File: src/rtl/apb_req_arbiter.sv
// Round-robin front-end that shares one APB completer among NUM_REQ local requesters.
// Sequences SETUP/ACCESS, returns completion/read data, and aborts hung transfers on a wait-state timeout.
module apb_req_arbiter #(
   parameter int NUM_REQ = 2,
   parameter int ADDR_W  = 10,
   parameter int DATA_W  = 32,
   parameter int TIMEOUT = 16
) (
   input  logic                       clk,
   input  logic                       reset,
   input  logic [NUM_REQ-1:0]         req_valid_i,
   input  logic [NUM_REQ*ADDR_W-1:0]  req_addr_i,
   input  logic [NUM_REQ-1:0]         req_write_i,
   input  logic [NUM_REQ*DATA_W-1:0]  req_wdata_i,
   output logic [NUM_REQ-1:0]         req_ack_o,
   output logic [NUM_REQ-1:0]         rsp_valid_o,
   output logic [DATA_W-1:0]          rsp_rdata_o,
   output logic                       rsp_err_o,
   output logic                       psel_o,
   output logic                       penable_o,
   output logic [ADDR_W-1:0]          paddr_o,
   output logic                       pwrite_o,
   output logic [DATA_W-1:0]          pwdata_o,
   input  logic [DATA_W-1:0]          prdata_i,
   input  logic                       pready_i
);

   localparam int IDX_W = (NUM_REQ > 1) ? $clog2(NUM_REQ) : 1;
   localparam int CNT_W = (TIMEOUT > 1) ? $clog2(TIMEOUT) : 1;

   typedef enum logic [1:0] {ST_IDLE, ST_SETUP, ST_ACCESS} state_t;

   state_t               state_q;
   logic [IDX_W-1:0]     grant_q;
   logic [CNT_W-1:0]     tcnt_q;
   logic [NUM_REQ-1:0]   ack_q;
   logic [NUM_REQ-1:0]   rspValid_q;
   logic [DATA_W-1:0]    rdata_q;
   logic                 err_q;
   logic                 psel_q;
   logic                 penable_q;
   logic [ADDR_W-1:0]    paddr_q;
   logic                 pwrite_q;
   logic [DATA_W-1:0]    pwdata_q;

   logic [IDX_W-1:0]     arbIdx;
   logic [IDX_W-1:0]     cand;
   logic                 arbFound;
   logic [ADDR_W-1:0]    arbAddr;
   logic                 arbWrite;
   logic [DATA_W-1:0]    arbWdata;
   logic                 timeoutHit;
   logic                 done;
   logic                 startGrant;

   // grant_q doubles as the round-robin pointer: search starts just past the last grant
   always_comb begin
      arbIdx   = '0;
      arbFound = 1'b0;
      cand     = '0;
      for (int i = 1; i <= NUM_REQ; i++) begin
         cand = IDX_W'((int'(grant_q) + i) % NUM_REQ);
         if (!arbFound && req_valid_i[cand]) begin
            arbFound = 1'b1;
            arbIdx   = cand;
         end
      end
   end

   always_comb begin
      arbAddr  = '0;
      arbWrite = 1'b0;
      arbWdata = '0;
      for (int k = 0; k < NUM_REQ; k++) begin
         if (arbIdx == IDX_W'(k)) begin
            arbAddr  = req_addr_i[k*ADDR_W +: ADDR_W];
            arbWrite = req_write_i[k];
            arbWdata = req_wdata_i[k*DATA_W +: DATA_W];
         end
      end
   end

   assign timeoutHit = (TIMEOUT > 0) && (tcnt_q == CNT_W'(TIMEOUT - 1));
   assign done       = (state_q == ST_ACCESS) && (pready_i || timeoutHit);
   assign startGrant = arbFound && ((state_q == ST_IDLE) || done);

   // A completing ACCESS may launch the next SETUP directly, keeping psel high
   always_ff @(posedge clk or negedge reset) begin
      if (!reset) begin
         state_q    <= ST_IDLE;
         grant_q    <= IDX_W'(NUM_REQ - 1);
         tcnt_q     <= '0;
         ack_q      <= '0;
         rspValid_q <= '0;
         rdata_q    <= '0;
         err_q      <= 1'b0;
         psel_q     <= 1'b0;
         penable_q  <= 1'b0;
         paddr_q    <= '0;
         pwrite_q   <= 1'b0;
         pwdata_q   <= '0;
      end else begin
         ack_q      <= '0;
         rspValid_q <= '0;
         if (done) begin
            rspValid_q <= NUM_REQ'(1) << grant_q;
            err_q      <= !pready_i;
            if (!pready_i) begin
               rdata_q <= '0;
            end else if (!pwrite_q) begin
               rdata_q <= prdata_i;
            end
         end
         if (state_q == ST_SETUP) begin
            state_q   <= ST_ACCESS;
            penable_q <= 1'b1;
            tcnt_q    <= '0;
         end else if (startGrant) begin
            state_q   <= ST_SETUP;
            grant_q   <= arbIdx;
            ack_q     <= NUM_REQ'(1) << arbIdx;
            psel_q    <= 1'b1;
            penable_q <= 1'b0;
            paddr_q   <= arbAddr;
            pwrite_q  <= arbWrite;
            pwdata_q  <= arbWdata;
         end else if (done) begin
            state_q   <= ST_IDLE;
            psel_q    <= 1'b0;
            penable_q <= 1'b0;
         end else if (state_q == ST_ACCESS) begin
            tcnt_q <= tcnt_q + 1'b1;
         end
      end
   end

   assign req_ack_o   = ack_q;
   assign rsp_valid_o = rspValid_q;
   assign rsp_rdata_o = rdata_q;
   assign rsp_err_o   = err_q;
   assign psel_o      = psel_q;
   assign penable_o   = penable_q;
   assign paddr_o     = paddr_q;
   assign pwrite_o    = pwrite_q;
   assign pwdata_o    = pwdata_q;

endmodule

File: config.mk
export PLATFORM = sky130hd
export DESIGN_NAME = apb_req_arbiter
export DESIGN_NICKNAME = d
export VERILOG_FILES = /design/src/rtl/apb_req_arbiter.sv
export SDC_FILE = /design/constraint.sdc
export NUM_CORES = 1
export LEC_CHECK = 0
export BUFFER_PORTS_ARGS = -buffer_cell sky130_fd_sc_hd__clkbuf_2
export CELL_PAD_IN_SITES_DETAIL_PLACEMENT = 1
export CELL_PAD_IN_SITES_GLOBAL_PLACEMENT = 2
export CORE_ASPECT_RATIO = 0.5
export CORE_MARGIN = 1
export CORE_UTILIZATION = 29
export CTS_CLUSTER_DIAMETER = 60
export DETAILED_ROUTE_END_ITERATION = 12
export PLACE_DENSITY_LB_ADDON = 0.05
export SLEW_MARGIN = 10
export SYNTH_ARGS = -nofsm -noshare
export SYNTH_HDL_FRONTEND = slang
export SYNTH_SLANG_ARGS = --single-unit
File: constraint.sdc
create_clock -name clk -period 2.9 [get_ports clk]
set_input_delay 0.435 -clock clk [delete_from_list [all_inputs] [get_ports clk]]
set_output_delay 0.435 -clock clk [all_outputs]
set_load 0.1 [all_outputs]
# == Word-level counts from Yosys, hierarchy flattened ==
# Cells that the tools add are included.
# word_totals
input_bits,123
romBits,0
register_bits,89
word_cells,68
ram_bits,0
latchBits,0
n_memories,0
output_inout_bits,82
# op_classes
div,0
mux,27
add_sub_neg,3
n_lt_le_gt_ge,2
n_reduce_logical,15
n_shift,2
mul,0
n_bitwise,1
n_eq_ne,6
# ops
cell,count
$mux W32,3
$mux W4,4
$mux W1,13
$mux W2,6
$mux W10,1
$reduce_and A2 Y1,3
$add A4 B1 Y4 const B,1
$eq A4 B4 Y1 const B,1
$lt A1 B2 Y1 const B,2
$ne A2 B1 Y1 const B,2
$reduce_bool A2 Y1,2
$shl A1 B1 Y2 const A,2
$logic_and A1 B1 Y1,3
$reduce_and A3 Y1,1
$reduce_bool A3 Y1,1
$add A1 B1 Y1 const B,2
$eq A2 B1 Y1 const B,1
$eq A2 B2 Y1 const B,1
$logic_not A1 Y1,2
$logic_not A2 Y1,1
$logic_or A1 B1 Y1,2
$ne A2 B2 Y1 const B,1
$not A1 Y1,1

# == Longest topological paths before layout ==
# Gate-level depths: netlist of the first run.
# logic_depth
ltp_word,10
mapped_depth,7
depth_no_buf,5

# == Worst setup path after synthesis of the first run ==
# Ideal clock, no wire load.
# synth_path
path_type,register to register
from,register state_q[1]
to,"register psel_q, in the netlist psel_o"
arrival_ns,2.096
n_path_buf,1
period_less_slack_ns,2.223
t_required_ns,2.773
slack_ns,0.677
path_stages_with_launch,7
setup_time_ns,0.127
cell_sequence,dfrtp_1 inv_1 ha_1 a21o_1 o221ai_4 buf_6 o21ai_0
# synth_between
elab_chain_cells,6
word_cells_on_any_way,10
classes_between,eq/ne: 2; mux: 1; bitwise: 1; reduce/logical: 6
# synth_rtl
element,line_no,text
"start, declared",33,state_t state_q;
"start signal, assigned",90,state_q <= ST_IDLE;
"start signal, assigned",115,state_q <= ST_ACCESS;
"start signal, assigned",119,state_q <= ST_SETUP;
$eq A2 B2 Y1,84,assign done = (state_q == ST_ACCESS) && (pready_i || timeoutHit);
$logic_and A1 B1 Y1,84,
$logic_or A1 B1 Y1,85,assign startGrant = arbFound && ((state_q == ST_IDLE) || done);
$logic_and A1 B1 Y1,85,
$reduce_bool A2 Y1 (no line),--,
$reduce_and A2 Y1 (no line),--,
"end signal, assigned",97,psel_q <= 1'b0;
"end signal, assigned",122,psel_q <= 1'b1;
"end signal, assigned",129,psel_q <= 1'b0;
"end, declared",40,logic psel_q;
# Parallel ways exist; a longest one is shown, timed or not.
# A chain may end at the register's enable or synchronous reset.

# == Worst setup path in the final report of the first run ==
# layout_path
from,register tcnt_q[0]
to,"register paddr_q[7], in the netlist paddr_o[7]"
# layout_between
elab_chain_cells,6
# layout_rtl
element,line_no,text
"start, declared",35,logic [CNT_W-1:0] tcnt_q;
"start signal, assigned",132,tcnt_q <= tcnt_q + 1'b1;
$eq A4 B4 Y1,83,assign timeoutHit = (TIMEOUT > 0) && (tcnt_q == CNT_W'(TIMEOUT - 1));
$logic_or A1 B1 Y1,84,
$logic_and A1 B1 Y1,84,
$logic_or A1 B1 Y1,85,
$logic_and A1 B1 Y1,85,
$reduce_and A2 Y1 (no line),--,
"end signal, assigned",124,paddr_q <= arbAddr;
"end, declared",42,logic [ADDR_W-1:0] paddr_q;
# Every way passes these cells.

==> impl_metrics.yaml, run 1 <==
status:
  status: "finished clean"
placed_design:
  routabilityCongestion: 0.832
  port_buffers: 204
  placed_cell_area_sq_um: 4980
  dp_hpwl_um: 8860
synth:
  yosysTopAreaCellShare_pct: 56.8
  ys_async_sr_fraction_pct: 100
  synth_fa_ha_area_share_pct: 1.31
  synthTopCellsByCount: "87 x dfrtp_1, 44 x o2bb2ai_1, 43 x a32oi_1"
  synthSimpleGateAreaFrac_pct: 4.31
  synth_most_common_cell: "dfrtp_1"
  synth.area.mux_share_pct: 0.261
  syn-num-nets: 424
  syn_avg_cell_area_sq_um: 12.9
  yosys-top-cells-area: "dfrtp_1 57%, o2bb2ai_1 10%, a32oi_1 9.8%"
  synth_edf_count: 0
  yosys.area.top_type: "dfrtp_1"
  synth_compound_area_share_pct: 31.8
  yosysWarnings: 0
  yosysSeqAreaShare_pct: 57.5
  synth_area_sq_um: 3830
  synth-xor-area-share_pct: 0
  ys_types: 41
  postSynthCellCount: 297
  synth_top_family_by_area: "compound AO/OA/AOI/OAI gates"
  yosys_most_used_dff: "dfrtp_1"
  ys_ff_latch: 88
timing:
  worst_pin_slew_ns: 1.16
  layout_min_cycle_time_ns: 2.36
  rsz0062_at_grt: "no"
  maxSlewViolCount: 0
  hold_viol_final: 0
  max_slew_margin_pct: 22.5
  finalSetupViolCount: 0
  fin_crit_sh_pct: 81.4
  tns_ns: 0
  clock.fmax_ghz: 0.424
  clock_skew_ns: 0.00737
drt:
  drt_first_pass_iters: 4
  vias_per_cell: 5.18
  wl_um: 12100
  drc: 0
  first_iter_violations: 187
  num_vias: 3443
  ant_nets: 0
  routedWlPerCell_um: 18.3
finish:
  diodes: 0
  area_growth_pct: 38.5
  drive_gt1_share_pct: 47.5
  finalInstanceArea_sq_um: 5310
  layout.nets: 617
critical_path:
  cp-end-kind: "register"
  cp_slowest_cell: "o21ai_4"
  required_ns: 3.07
  path_max_fanout: 46
  worstRegToRegCells: 4
  path_cells: "ha_1 -> and4_1 -> o21ai_4 -> o2bb2ai_1"
  cp_top_family: "compound AO/OA/AOI/OAI gates"
  cp.depth: 4
  r2r-start: "tcnt_q[0]"
  startpoint: "tcnt_q[0]"
  rr_endpoint: "paddr_o[7]"
  start_kind: "register"
  cp.buffers_inverters: 0
  max_stage_delay_ns: 0.95
  r2r_setup_slack_ns: 0.54
  worst_ep_arrival_time_ns: 2.53
  critPathCapture: "paddr_o[7]"
  path_class: "reg2reg"
flow_run:
  max_cap_violations: 0
clock_tree:
  cts_tree: "built"
  cts.htree.levels: 3
  cts_root_buffer: "clkbuf_16"
  cts.repair.resized: 0
  cts_buffers: 9
  postCtsSetupBuffers: 0
  insertion_delay_ns: 0.34
  cts.clk_slew.worst_paths_ns: 0.06
  clock_sinks: 88
  cts_hold_buf: 0
  cts_buffer_depth: 2
global_routing:
  grt_max_degree: 48
  antenna_found_initial: 0
  grt-ovfl-total: 0
  grt.total_usage_pct: 18.2
  grt_pass1_vias: 3770
  grt_first_pass_wirelength_um: 19500
floorplanning:
  die_y_um: 83.3
  dieArea_sq_um: 13700
  coreArea_sq_um: 12800
  io-pin-count: 205
  num_rows: 29
  start_util_pct: 30.0
  die_x_um: 165
hold_path:
  min_path_type: "in2async"
## stage by stage
step                      hold WS (ns)  std cells  setup slack (ns)  utilization [%]
after global routing             0.140        665             0.314             41.6
after global placement           0.470        648             0.568             39.0
after floorplan                  0.139        297             0.677                -
after detailed placement         0.477        648             0.449             39.0
final                           0.0984        665             0.541             41.6
after CTS                        0.129        664             0.380             41.4
## per-layer routing
layer | wire length (um) | track usage, % | vias up
met2 | 5770 | 30.4 | 129
met3 | 805 | 4.50 | 14
met4 | 126 | 4.67 | 0
met5 | 0 | 0 | -
met1 | 5450 | 23.4 | 1691
li1 | - | - | 1609
## layout make-up
| type | count | area, sq um |
|---|---|---|
| flip-flops and latches | 88 | 2200 |
| multi-input cells | 175 | 1460 |
| clock buffers | 10 | 239 |
| inverters | 5 | 18.8 |
| fillers | 1434 | 7460 |
| clock inverters | 6 | 66.3 |
| well taps | 170 | 213 |
| repair buffers | 211 | 1110 |
## cells by family (layout without fill, tap and decap cells)
family                   count (synthesis)  in the layout
flip-flops                              88             88
adder cells (fa/ha/maj)                  4              4
buffers and inverters                   34            232
AND/OR/NAND/NOR                         28             28
AO/OA/AOI/OAI                          142            142
multiplexers                             1              1
## registers in the layout (all words and copies together), names as in the netlist
signal       count
pwdata_o        32
state_q          2
rsp_err_o        1
paddr_o         10
rsp_rdata_o     32
rsp_valid_o      2
grant_q          1
pwrite_o         1
psel_o           1
tcnt_q           4
req_ack_o        2
## layout by cell type (no fill, tap or decap), drive strengths merged, types with 3 or more instances in the layout
| cell type | instances |
|---|---|
| buf | 8 |
| dfrtp | 87 |
| nor4 | 4 |
| ha | 4 |
| o2bb2ai | 44 |
| a32oi | 43 |
| nor2b | 3 |
| clkinv | 5 |
| nand3 | 3 |
| clkbuf | 213 |
| a21oi | 5 |
| nand2 | 5 |
| a22o | 32 |
| o21ai | 8 |
| inv | 5 |
## worst reg2reg max path: stages (launching register included)
cell and delay [ns]:
dfrtp_1 0.44, ha_1 0.28, and4_1 0.35, o21ai_4 0.95
o2bb2ai_1 0.18
## how the worst min path moves through the flow
stage                startpoint     endpoint  depth (start not counted)
floorplan                 reset   paddr_o[0]                          0
global placement          reset  pwdata_o[8]                          1
detailed placement  pwdata_o[5]  pwdata_o[5]                          1
CTS                       reset  pwdata_o[8]                          1
global route              reset  pwdata_o[8]                          1
finish                    reset  pwdata_o[8]                          1
Power of run 1 is not shown: default switching activity piles up to over one toggle a cycle in this logic, so the estimate is an artifact.
==> run 2, diff against run 1 <==
--- a/config.mk
+++ b/config.mk
@@ -10,7 +10,7 @@
 export CELL_PAD_IN_SITES_GLOBAL_PLACEMENT = 2
 export CORE_ASPECT_RATIO = 0.5
 export CORE_MARGIN = 1
-export CORE_UTILIZATION = 29
+export CORE_UTILIZATION = 24
 export CTS_CLUSTER_DIAMETER = 60
 export DETAILED_ROUTE_END_ITERATION = 12
 export PLACE_DENSITY_LB_ADDON = 0.05
==> constraint.sdc (replaced) <==
create_clock -name clk -period 2.06 [get_ports clk]
set_input_delay 0.309 -clock clk [delete_from_list [all_inputs] [get_ports clk]]
set_output_delay 0.309 -clock clk [all_outputs]
set_load 0.1 [all_outputs]
==> run 2 against run 1 <==
Compared with the run above: first-iteration DRC count shrank 45%; utilization shrank 6.3 points; setup slack lost 0.36 ns; critical path depth grew 2; final cell count grew 6.3%; global-route usage shrank 2.3 points; clock skew grew 0.0013 ns; register-to-register slack lost 0.36 ns; wire length grew 3.7%; critical path type unchanged; critical endpoint is now pwdata_o[5]; highest routed layer unchanged.
==> impl_metrics.yaml, run 2 (synthesis results as in run 1) <==
placed_design:
  dp_hpwl_um: 9040
  routabilityCongestion: 0.727
  port_buffers: 204
timing:
  layout_min_cycle_time_ns: 1.88
  finalSetupViolCount: 0
  worst_pin_slew_ns: 0.572
  hold_viol_final: 0
  clock.fmax_ghz: 0.531
  max_slew_margin_pct: 62.0
  clock_skew_ns: 0.00870
  maxSlewViolCount: 0
  fin_crit_sh_pct: 91.4
  rsz0062_at_grt: "no"
  tns_ns: 0
global_routing:
  grt_max_degree: 47
  grt.total_usage_pct: 15.8
  antenna_found_initial: 0
  grt_pass1_vias: 3594
  grt_first_pass_wirelength_um: 20300
  grt-ovfl-total: 0
floorplanning:
  die_y_um: 91.4
  dieArea_sq_um: 16500
  num_rows: 32
  coreArea_sq_um: 15500
  start_util_pct: 24.7
  io-pin-count: 205
  die_x_um: 181
finish:
  drive_gt1_share_pct: 48.5
  layout.nets: 625
  area.sequential_sq_um: 2200
  n_fill_cell: 1765
  final_common_cell: "clkbuf_2"
  mostFrequentLayoutCells: "203 x clkbuf_2, 86 x dfrtp_1, 44 x o2bb2ai_1"
  multiInputGateArea_sq_um: 1460
  diodes: 0
  area_growth_pct: 42.5
flow_run:
  max_cap_violations: 0
critical_path:
  start_kind: "register"
  path_class: "reg2reg"
  cp-end-kind: "register"
  worst_ep_arrival_time_ns: 2.10
  path_max_fanout: 38
  required_ns: 2.28
clock_tree:
  cts_root_buffer: "clkbuf_16"
  cts.htree.levels: 3
  cts_buffers: 9
  cts_buffer_depth: 2
  cts_tree: "built"
  clock_sinks: 88
  cts.clk_slew.worst_paths_ns: 0.07
  insertion_delay_ns: 0.34
drt:
  num_vias: 3459
  routedWlPerCell_um: 17.8
  vias_per_cell: 4.89
  first_iter_violations: 102
  ant_nets: 0
  drc: 0
  wl_um: 12600
  drt_first_pass_iters: 4
hold_path:
  min_path_type: "in2reg"
status:
  status: "finished clean"
==> run 2: changes by cell type in the layout (fill, tap and decap cells not counted), sizes merged <==
cell,previous run,this run
buf,8,15
inv,5,6
dlygate4sd3,0,1
clkinvlp,0,2
clkinv,5,2
==> run 2: layout make-up <==
class | instances | area share, %
sequential | 88 | 40.4
timing repair buffer | 219 | 22.2
multi-input combinational | 175 | 26.8
clock inverter | 6 | 1.19
clock buffer | 10 | 4.38
inverter | 5 | 0.412
tap | 204 | 4.67
==> run 2: worst paths after layout <==
check / start / end / slack, ns / cells past startpoint
max: state_q[0] / pwdata_o[5] / 0.18 / 6
min: prdata_i[21] / rsp_rdata_o[21] / 0.18 / 2
max reg2reg: state_q[0] / pwdata_o[5] / 0.18 / 6
min reg2reg: pwdata_o[7] / pwdata_o[7] / 0.49 / 1
max in group asynchronous: reset / paddr_o[7] / 1.04 / 3
min in group asynchronous: reset / paddr_o[8] / 0.43 / 2
==> run 2: per-stage QoR <==
stage | util, % | setup slack, ns | cell area, sq um | hold WS [ns] | std cells
2_1_floorplan | - | 0.146 | 3830 | 0.0134 | 297
4_1_cts | 35.2 | 0.119 | 5460 | 0.164 | 707
3_3_place_gp | 33.2 | 0.224 | 5140 | 0.241 | 690
5_1_grt | 35.2 | 0.0529 | 5460 | 0.172 | 707
6_report | 35.2 | 0.177 | 5460 | 0.176 | 707
3_5_place_dp | 33.2 | 0.149 | 5140 | 0.236 | 690
==> run 2: worst max-delay path: stages, from the launching register on <==
cell and delay [ns]:
dfrtp_1 0.39, inv_1 0.08, ha_1 0.27, and4_1 0.39
o221ai_4 0.22, buf_12 0.23, o2bb2ai_1 0.15
==> run 2: routing by layer <==
metal  part of all wire [%]  routed length, um  GRT usage, %  vias to the layer above
li1                       -                  -             -                     1625
met1                     47               5980          21.5                     1696
met2                     45               5670          24.2                      129
met3                    6.8                856          5.38                        9
met4                   0.68                 86          3.63                        0
met5                      0                  0             0                        -
==> run 2: repair_timing <==
item / CTS / global route
resized for setup: 0 / 1
setup buffers: 0 / 0
endpoints found under the hold margin: 18 / 0
setup endpoints to repair: 0 / 14
hold buffers: 1 / 0
Power of run 2 is left out for the same reason.
==> run 3, diff against run 2 <==
--- a/config.mk
+++ b/config.mk
@@ -13,6 +13,7 @@
 export CORE_UTILIZATION = 24
 export CTS_CLUSTER_DIAMETER = 60
 export DETAILED_ROUTE_END_ITERATION = 12
+export MAX_ROUTING_LAYER = met4
 export PLACE_DENSITY_LB_ADDON = 0.05
 export SLEW_MARGIN = 10
 export SYNTH_ARGS = -nofsm -noshare
==> run 3 against run 2 <==
Compared with the run above: wire length rose by 0.15%; worst hold slack improved by 0.0010 ns; register-to-register slack barely moved; fmax rose by 0.36%; largest cell class unchanged; highest routed layer unchanged.
==> impl_metrics.yaml, run 3 (synthesis results as in run 1) <==
clock_tree:
  cts_buffers: 9
  postCtsSetupBuffers: 0
  cts.clk_slew.worst_paths_ns: 0.07
  insertion_delay_ns: 0.34
  cts_tree: "built"
  clock_sinks: 88
  cts.htree.levels: 3
  cts_buffer_depth: 2
  cts_root_buffer: "clkbuf_16"
timing:
  layout_min_cycle_time_ns: 1.88
  rsz0062_at_grt: "no"
  holdWs_ns: 0.177
  clock_skew_ns: 0.00798
  clock.fmax_ghz: 0.533
  finalSetupViolCount: 0
  max_slew_margin_pct: 62.0
  worst_pin_slew_ns: 0.572
  tns_ns: 0
  hold_viol_final: 0
  maxSlewViolCount: 0
  fin_crit_sh_pct: 91.1
  layout_setup_ws_ns: 0.183
floorplanning:
  die_x_um: 181
  start_util_pct: 24.7
  coreArea_sq_um: 15500
  num_rows: 32
  dieArea_sq_um: 16500
  io-pin-count: 205
  die_y_um: 91.4
drt:
  vias_per_cell: 4.91
  drc: 0
  drt_first_pass_iters: 4
  wl_um: 12600
  num_vias: 3471
  ant_nets: 0
  routedWlPerCell_um: 17.8
  first_iter_violations: 106
finish:
  layout.nets: 625
  final_common_cell: "clkbuf_2"
  area_growth_pct: 42.5
  diodes: 0
  mostFrequentLayoutCells: "203 x clkbuf_2, 86 x dfrtp_1, 44 x o2bb2ai_1"
  drive_gt1_share_pct: 48.5
  finalInstanceArea_sq_um: 5460
placed_design:
  dp_hpwl_um: 9040
  port_buffers: 204
  routabilityCongestion: 0.736
  pre_cts_slack_ns: 0.149
  placed_cell_area_sq_um: 5140
critical_path:
  cp-end-kind: "register"
  path_max_fanout: 38
  start_kind: "register"
  worst_ep_arrival_time_ns: 2.10
  r2r_setup_slack_ns: 0.18
  required_ns: 2.28
  path_class: "reg2reg"
global_routing:
  antenna_found_initial: 0
  grt_first_pass_wirelength_um: 20300
  grt_max_degree: 47
  grt_pass1_vias: 3588
  grt-ovfl-total: 0
  grt.total_usage_pct: 16.3
status:
  status: "finished clean"
hold_path:
  min_path_type: "in2reg"
flow_run:
  max_cap_violations: 0
[run 3: cell counts in the layout (fill, tap and decap cells not counted)]
No cell type changed its count.
[run 3: metal layers]
| layer | vias up | global-route usage (%) | part of all wire [%] |
|---|---|---|---|
| met5 | - | - | 0 |
| met4 | 0 | 3.63 | 0.63 |
| met3 | 10 | 4.73 | 6.0 |
| met2 | 134 | 24.1 | 45 |
| met1 | 1703 | 22.0 | 48 |
| li1 | 1624 | - | - |
[run 3: cell type report]
type	count	area [sq um]
Timing Repair Buffer	219	1210
Tap cell	204	255
Fill cell	1765	10000
Clock buffer	10	239
Clock inverter	6	65.1
Sequential cell	88	2200
Multi-Input combinational cell	175	1460
Inverter	5	22.5
[run 3: worst paths after layout]
kind | start | endpoint | depth (start not counted)
max in group asynchronous | reset | paddr_o[7] | 3
max | state_q[0] | pwdata_o[5] | 6
min | prdata_i[21] | rsp_rdata_o[21] | 2
max reg2reg | state_q[0] | pwdata_o[5] | 6
min in group asynchronous | reset | paddr_o[8] | 2
min reg2reg | pwdata_o[0] | pwdata_o[0] | 1
[run 3: what timing repair did]
action                     4_1_cts  5_1_grt
gates resized for setup          0        1
hold buffers                     1        0
hold endpoints to repair        18        0
setup endpoints to repair        0       14
[run 3: metrics by stage]
stage	utilization, %	cells
final	35.2	707
after global routing	35.2	707
after CTS	35.2	707
after detailed placement	33.2	690
after global placement	33.2	690
after floorplan	-	297
[run 3: worst max-delay path: stages (launching register included)]
cell and delay, ns:
dfrtp_1 0.39, inv_1 0.08, ha_1 0.27, and4_1 0.38
o221ai_4 0.22, buf_12 0.23, o2bb2ai_1 0.15
Power of run 3 is left out for the same reason.
